==> src/rtl/img_rx_pkg.sv <==
// Shared types and default widths for the image stream loader, SRAM and conv blocks.
package img_rx_pkg;

  localparam int DATA_W_DEFAULT = 8;
  localparam int IDX_W_DEFAULT  = 8;

  typedef enum logic [1:0] {IDLE, RUN, FLUSH} img_rx_state_t;

endpackage

==> src/rtl/img_rx_addr_gen.sv <==
// Row/col index counter for the image loader; latches the last indices on load.
// IMG_RX_COLMAJOR_EN adds a col_major input selecting column-first ordering.
module img_rx_addr_gen
  import img_rx_pkg::*;
#(
  parameter int IDX_W = IDX_W_DEFAULT
) (
  input  logic             clk,
  input  logic             rstn,
  input  logic             load,
  input  logic             step,
  input  logic [IDX_W-1:0] nrows,
  input  logic [IDX_W-1:0] ncols,
`ifdef IMG_RX_COLMAJOR_EN
  input  logic             col_major,
`endif
  output logic [IDX_W-1:0] row,
  output logic [IDX_W-1:0] col,
  output logic             last
);

  logic [IDX_W-1:0] nrows_q;
  logic [IDX_W-1:0] ncols_q;
  logic             row_end;
  logic             col_end;
  logic             row_major;

`ifdef IMG_RX_COLMAJOR_EN
  logic col_major_q;

  always_ff @(posedge clk or negedge rstn) begin
    if (!rstn)     col_major_q <= 1'b0;
    else if (load) col_major_q <= col_major;
  end

  assign row_major = ~col_major_q;
`else
  assign row_major = 1'b1;
`endif

  assign row_end = (row == nrows_q);
  assign col_end = (col == ncols_q);
  assign last    = row_end & col_end;

  // Equality against the latched last index: the counter never reaches the
  // natural wrap point, so a full 2**IDX_W frame needs no extra bit.
  always_ff @(posedge clk or negedge rstn) begin
    if (!rstn) begin
      nrows_q <= '0;
      ncols_q <= '0;
      row     <= '0;
      col     <= '0;
    end else if (load) begin
      nrows_q <= nrows;
      ncols_q <= ncols;
      row     <= '0;
      col     <= '0;
    end else if (step) begin
      if (row_major) begin
        if (col_end) begin
          col <= '0;
          row <= row + 1'b1;
        end else begin
          col <= col + 1'b1;
        end
      end else begin
        if (row_end) begin
          row <= '0;
          col <= col + 1'b1;
        end else begin
          row <= row + 1'b1;
        end
      end
    end
  end

endmodule

==> src/rtl/img_stream_writer.sv <==
// Stream-to-SRAM image loader: FSM, one-deep write stage and status flags.
// IMG_RX_COLMAJOR_EN adds a col_major port (sampled on accepted start).
module img_stream_writer
  import img_rx_pkg::*;
#(
  parameter int DATA_W = DATA_W_DEFAULT,
  parameter int IDX_W  = IDX_W_DEFAULT
) (
  input  logic              clk,
  input  logic              rstn,
  input  logic              start,
  input  logic              abort,
  input  logic [IDX_W-1:0]  nrows,
  input  logic [IDX_W-1:0]  ncols,
`ifdef IMG_RX_COLMAJOR_EN
  input  logic              col_major,
`endif
  input  logic              in_valid,
  input  logic [DATA_W-1:0] in_data,
  output logic              in_ready,
  output logic              busy,
  output logic              frame_done,
  output logic              err_drop,
  output logic              sram_sense_en,
  output logic              sram_write_en,
  output logic [IDX_W-1:0]  sram_row,
  output logic [IDX_W-1:0]  sram_col,
  output logic [DATA_W-1:0] sram_din
);

  img_rx_state_t    state;
  img_rx_state_t    state_next;
  logic             handshake;
  logic             accept;
  logic             last;
  logic [IDX_W-1:0] idx_row;
  logic [IDX_W-1:0] idx_col;

  assign in_ready      = (state == RUN);
  assign handshake     = in_valid & in_ready;
  assign busy          = (state != IDLE) | sram_write_en;
  assign accept        = start & ~abort & ~busy;
  assign frame_done    = (state == FLUSH) & ~abort;
  assign sram_sense_en = 1'b1;

  img_rx_addr_gen #(.IDX_W(IDX_W)) u_addr_gen (
    .clk       (clk),
    .rstn      (rstn),
    .load      (accept),
    .step      (handshake),
    .nrows     (nrows),
    .ncols     (ncols),
`ifdef IMG_RX_COLMAJOR_EN
    .col_major (col_major),
`endif
    .row       (idx_row),
    .col       (idx_col),
    .last      (last)
  );

  always_ff @(posedge clk or negedge rstn) begin
    if (!rstn) state <= IDLE;
    else       state <= state_next;
  end

  always_comb begin
    state_next = state;
    if (abort) begin
      state_next = IDLE;
    end else begin
      case (state)
        IDLE:    if (accept) state_next = RUN;
        RUN:     if (handshake && last) state_next = FLUSH;
        FLUSH:   state_next = IDLE;
        default: state_next = IDLE;
      endcase
    end
  end

  // A pixel accepted in the same cycle as abort is still written out whole.
  always_ff @(posedge clk or negedge rstn) begin
    if (!rstn) begin
      sram_write_en <= 1'b0;
      sram_row      <= '0;
      sram_col      <= '0;
      sram_din      <= '0;
    end else begin
      sram_write_en <= handshake;
      if (handshake) begin
        sram_row <= idx_row;
        sram_col <= idx_col;
        sram_din <= in_data;
      end
    end
  end

  always_ff @(posedge clk or negedge rstn) begin
    if (!rstn)                          err_drop <= 1'b0;
    else if (accept)                    err_drop <= 1'b0;
    else if (in_valid && state != RUN)  err_drop <= 1'b1;
  end

endmodule

==> config.mk <==
export PLATFORM = sky130hd
export DESIGN_NAME = img_stream_writer
export DESIGN_NICKNAME = d
export VERILOG_FILES = /design/src/rtl/img_rx_pkg.sv /design/src/rtl/img_rx_addr_gen.sv /design/src/rtl/img_stream_writer.sv
export SDC_FILE = /design/constraint.sdc
export NUM_CORES = 1
export LEC_CHECK = 0
export CORE_MARGIN = 1.5
export CORE_UTILIZATION = 51
export DETAILED_ROUTE_END_ITERATION = 7
export PLACE_DENSITY_LB_ADDON = 0.05
export SYNTH_ARGS = -nofsm -noshare
export SYNTH_HDL_FRONTEND = slang
export SYNTH_SLANG_ARGS = --single-unit
==> constraint.sdc <==
create_clock -name clk -period 2.1 [get_ports clk]
set_clock_uncertainty 0.1 [all_clocks]
set_input_delay 0.42 -clock clk [delete_from_list [all_inputs] [get_ports clk]]
set_output_delay 0.42 -clock clk [all_outputs]
set_load 0.05 [all_outputs]
==> qor.tcl <==
set qor(multi_input_comb_area_mm2) 0.00126
set qor(grt_first_pass_wirelength_mm) 10.7
set qor(cp_cell_sequence) {clkdlybuf4s50_1}
set qor(drive_gt1_share_pct) 12.5
set qor(die_w_um) 78.0
set qor(synth.yosys.warnings) 0
set qor(initialDrtViolationCount) 165
set qor(route.detailed.wl_per_inst_um) 13.2
set qor(totalWireLength_mm) 6.03
set qor(cts.repair.resized) 0
set qor(cellPowerDensity_mw_per_mm2) 939
set qor(irDropWorstVdd_mv) 0.548
set qor(hold-path-endpoint) {sram_col[4]}
set qor(critical-path-slowest-cell) {sky130_fd_sc_hd__clkdlybuf4s50_1}
set qor(timing.final.crit_share_pct) 96.5
set qor(clk_root_buffer_cell) {sky130_fd_sc_hd__clkbuf_8}
set qor(post_synth_instance_area_mm2) 0.00287
set qor(worst_ep_arrival_time_ns) 1.51
set qor(cp-end-kind) {primary output}
set qor(final_cells) 456
set qor(most_frequent_cells_in_the_layout) {131 x sky130_fd_sc_hd__nand2_1, 60 x sky130_fd_sc_hd__dfrtp_1, 52 x sky130_fd_sc_hd__clkdlybuf4s50_1}
set qor(cts_post_setup_buffers_inserted) 0
set qor(average_via_count_per_standard_cell) 5.02
set qor(die_h_um) 78.0
set qor(grt_max_degree) 31
set qor(vias) 2288
set qor(dr.pass1.iters) 4
set qor(run_status) {complete, no violations}
set qor(sequential_cell_area_mm2) 0.00150
set qor(final_slew_violations) 0
set qor(r2r_setup_slack_ns) 0.09
set qor(fp.coreArea_mm2) 0.00547
set qor(critical_path.reg2reg.startpoint) {u_addr_gen.col[7]}
set qor(clock-sinks) 60
set qor(path_clk_slew_ns) 0.06
set qor(rr_endpoint) {u_addr_gen.row[5]}
set qor(netlist_top_cells_area) {sky130_fd_sc_hd__dfrtp_1 52%, sky130_fd_sc_hd__nand2_1 17%, sky130_fd_sc_hd__xnor2_1 3.4%}
set qor(cp-start-kind) {flop}
set qor(gp_congestion) 0.877
set qor(worstHoldStart) {sram_col[4]}
set qor(timing.hold.ws_ns) 0.370
set qor(netlist-cell-type-count) 32
set qor(timing.max_cap.violations) 0
set qor(synth_flop_cell) {sky130_fd_sc_hd__dfrtp_1}
set qor(worst_hold_path_stage_count) 2
set qor(synth_top_area_share_pct) 52.4
set qor(detailedPlacementHpwl_mm) 4.23
set qor(cell_count_after_placement) 440
set qor(worst_r2r_path_depth) 5
set qor(timing_hold_violations_final) 0
set qor(max_clock_buf_depth) 2
set qor(route.antenna.remaining_nets) 0
set qor(global_route.usage.total_pct) 23.0
set qor(layout.nets) 411
set qor(crit_type) {reg -> out}
set qor(layout-area-overhead-vs-synth_pct) 32.4
set qor(async_reset_ff_share_pct) 100
set qor(synth_seq_cells) 60
set qor(synthDominantAreaCellType) {sky130_fd_sc_hd__dfrtp_1}
set qor(design.die.area_mm2) 0.00608
set qor(worstPathBufferInverterCount) 1
set qor(timing.hold.worst.class) {reg -> reg}
set qor(worst-path-max-fanout) 2
set qor(cell_rows) 27
set qor(cts_hold_buffers) 1
set qor(layout_min_cycle_time_ns) 2.03
set qor(grt_setup_unrepaired) {false}
set qor(slew_headroom_pct) 66.5
set qor(worstPathRequired_ns) 1.58
set qor(port_buffers) 57
set qor(insertion_delay_ns) 0.34
set qor(synth_cells) 315
set qor(tritoncts) {yes}
set qor(grt_pass1_vias) 2259
set qor(remaining_drc_errors) 0
set qor(crit_cells) 1
set qor(filler_cell_count) 451
set qor(power.static_leakage_nw) 1.84
set qor(synth_area_per_cell_um2) 9.10
set qor(mappedNetlistNets) 346
set qor(h_tree_lvl_count) 3
set qor(worstMarginPinSlew_ns) 0.501
set qor(ios) 59
set qor(grt_antenna_before_repair) 0
set qor(grt_remaining_overflow) 0
set qor(clock.fmax_mhz) 493
set qor(cts_buffers) 9
set qor(start_util_pct) 52.4
set qor(most_common_library_cell_in_the_layout_ignoring_fill_and_taps) {sky130_fd_sc_hd__nand2_1}
set qor(path_delay_family) {buffers and inverters}
set qor(synth_edf_count) 0
set qor(setup_violations) 0
set qor(postLayoutCoreUtil_pct) 69.3
set qor(synth_sequential_area_ratio_pct) 52.4
set qor(antenna_cells) 0
set qor(crit_path_max_incr_delay_ns) 0.81
## metrics by stage
stage	setup WS (ns)	instance area, µm²	setup TNS (ns)	power, W
6_report	0.0735	3790	0	0.00356
5_1_grt	0.0214	3790	0	0.00374
4_1_cts	0.0596	3790	0	0.00358
3_5_place_dp	-0.217	3590	-0.498	0.00258
3_3_place_gp	-0.145	3590	-0.269	0.00255
2_1_floorplan	0.240	2870	0	0.00219
## per-layer routing
| layer | wire length [µm] | GRT usage, % | share of wire [%] | vias up |
|---|---|---|---|---|
| met1 | 2980 | 32.3 | 49 | 1063 |
| met3 | 347 | 4.47 | 5.8 | 7 |
| met4 | 70 | 11.6 | 1.2 | 0 |
| li1 | - | - | - | 1152 |
| met2 | 2630 | 33.8 | 44 | 66 |
| met5 | 0 | 0 | 0 | - |
## power breakdown
part / internal (W) / leakage, nW / switching, W / total [W]
combinational: 0.000387 / 0.945 / 0.000710 / 0.00110
sequential: 0.00133 / 0.793 / 0.000126 / 0.00145
clock: 0.000567 / 0.0979 / 0.000443 / 0.00101
## cell families (layout without fill, tap and decap cells)
group	Yosys count	in the layout	synth area share, %
and+or+nand+nor	191	191	32.2
DFF	60	60	52.4
buffers and inverters	24	93	3.62
xor gates and xnor gates	22	22	6.72
AOI/OAI and AO/OA	8	8	1.62
muxes	7	7	2.45
adders and majority gates	2	2	0.873
other	1	1	0.131
## state kept, by name, indices dropped and copies added (netlist names)
name                cells
err_drop                1
sram_col                8
sram_din                8
sram_row                8
sram_write_en           1
state                   2
u_addr_gen.col          8
u_addr_gen.ncols_q      8
u_addr_gen.nrows_q      8
u_addr_gen.row          8
## worst max-delay path by stage
| stage | slack [ns] | from | to |
|---|---|---|---|
| floorplan | 0.24 | u_addr_gen.col[6] | u_addr_gen.row[7] |
| global placement | -0.14 | in_valid | u_addr_gen.row[7] |
| detailed placement | -0.22 | in_valid | u_addr_gen.row[7] |
| CTS | 0.06 | sram_row[2] | sram_row[2] |
| global route | 0.02 | u_addr_gen.col[7] | u_addr_gen.row[5] |
| finish | 0.07 | sram_row[2] | sram_row[2] |
## Yosys cell counts (all sizes together) (4+ instances only)
master  instances
nand2         131
dfrtp          60
clkbuf         13
nand4          11
xnor2          11
xor2           11
nor3           10
nor4            9
buf             7
mux2i           7
nand2b          7
nor2            7
and3            4
inv             4
or4             4
## final cells by class
| cell class | count | share of cell area [%] |
|---|---|---|
| multi-input combinational | 231 | 33.2 |
| inverter | 4 | 0.396 |
| clock inverter | 5 | 1.39 |
| timing repair buffer | 74 | 19.4 |
| tap | 72 | 2.38 |
| sequential | 60 | 39.6 |
| clock buffer | 10 | 3.63 |
No activity file was read; power rests on OpenSTA's default activity.
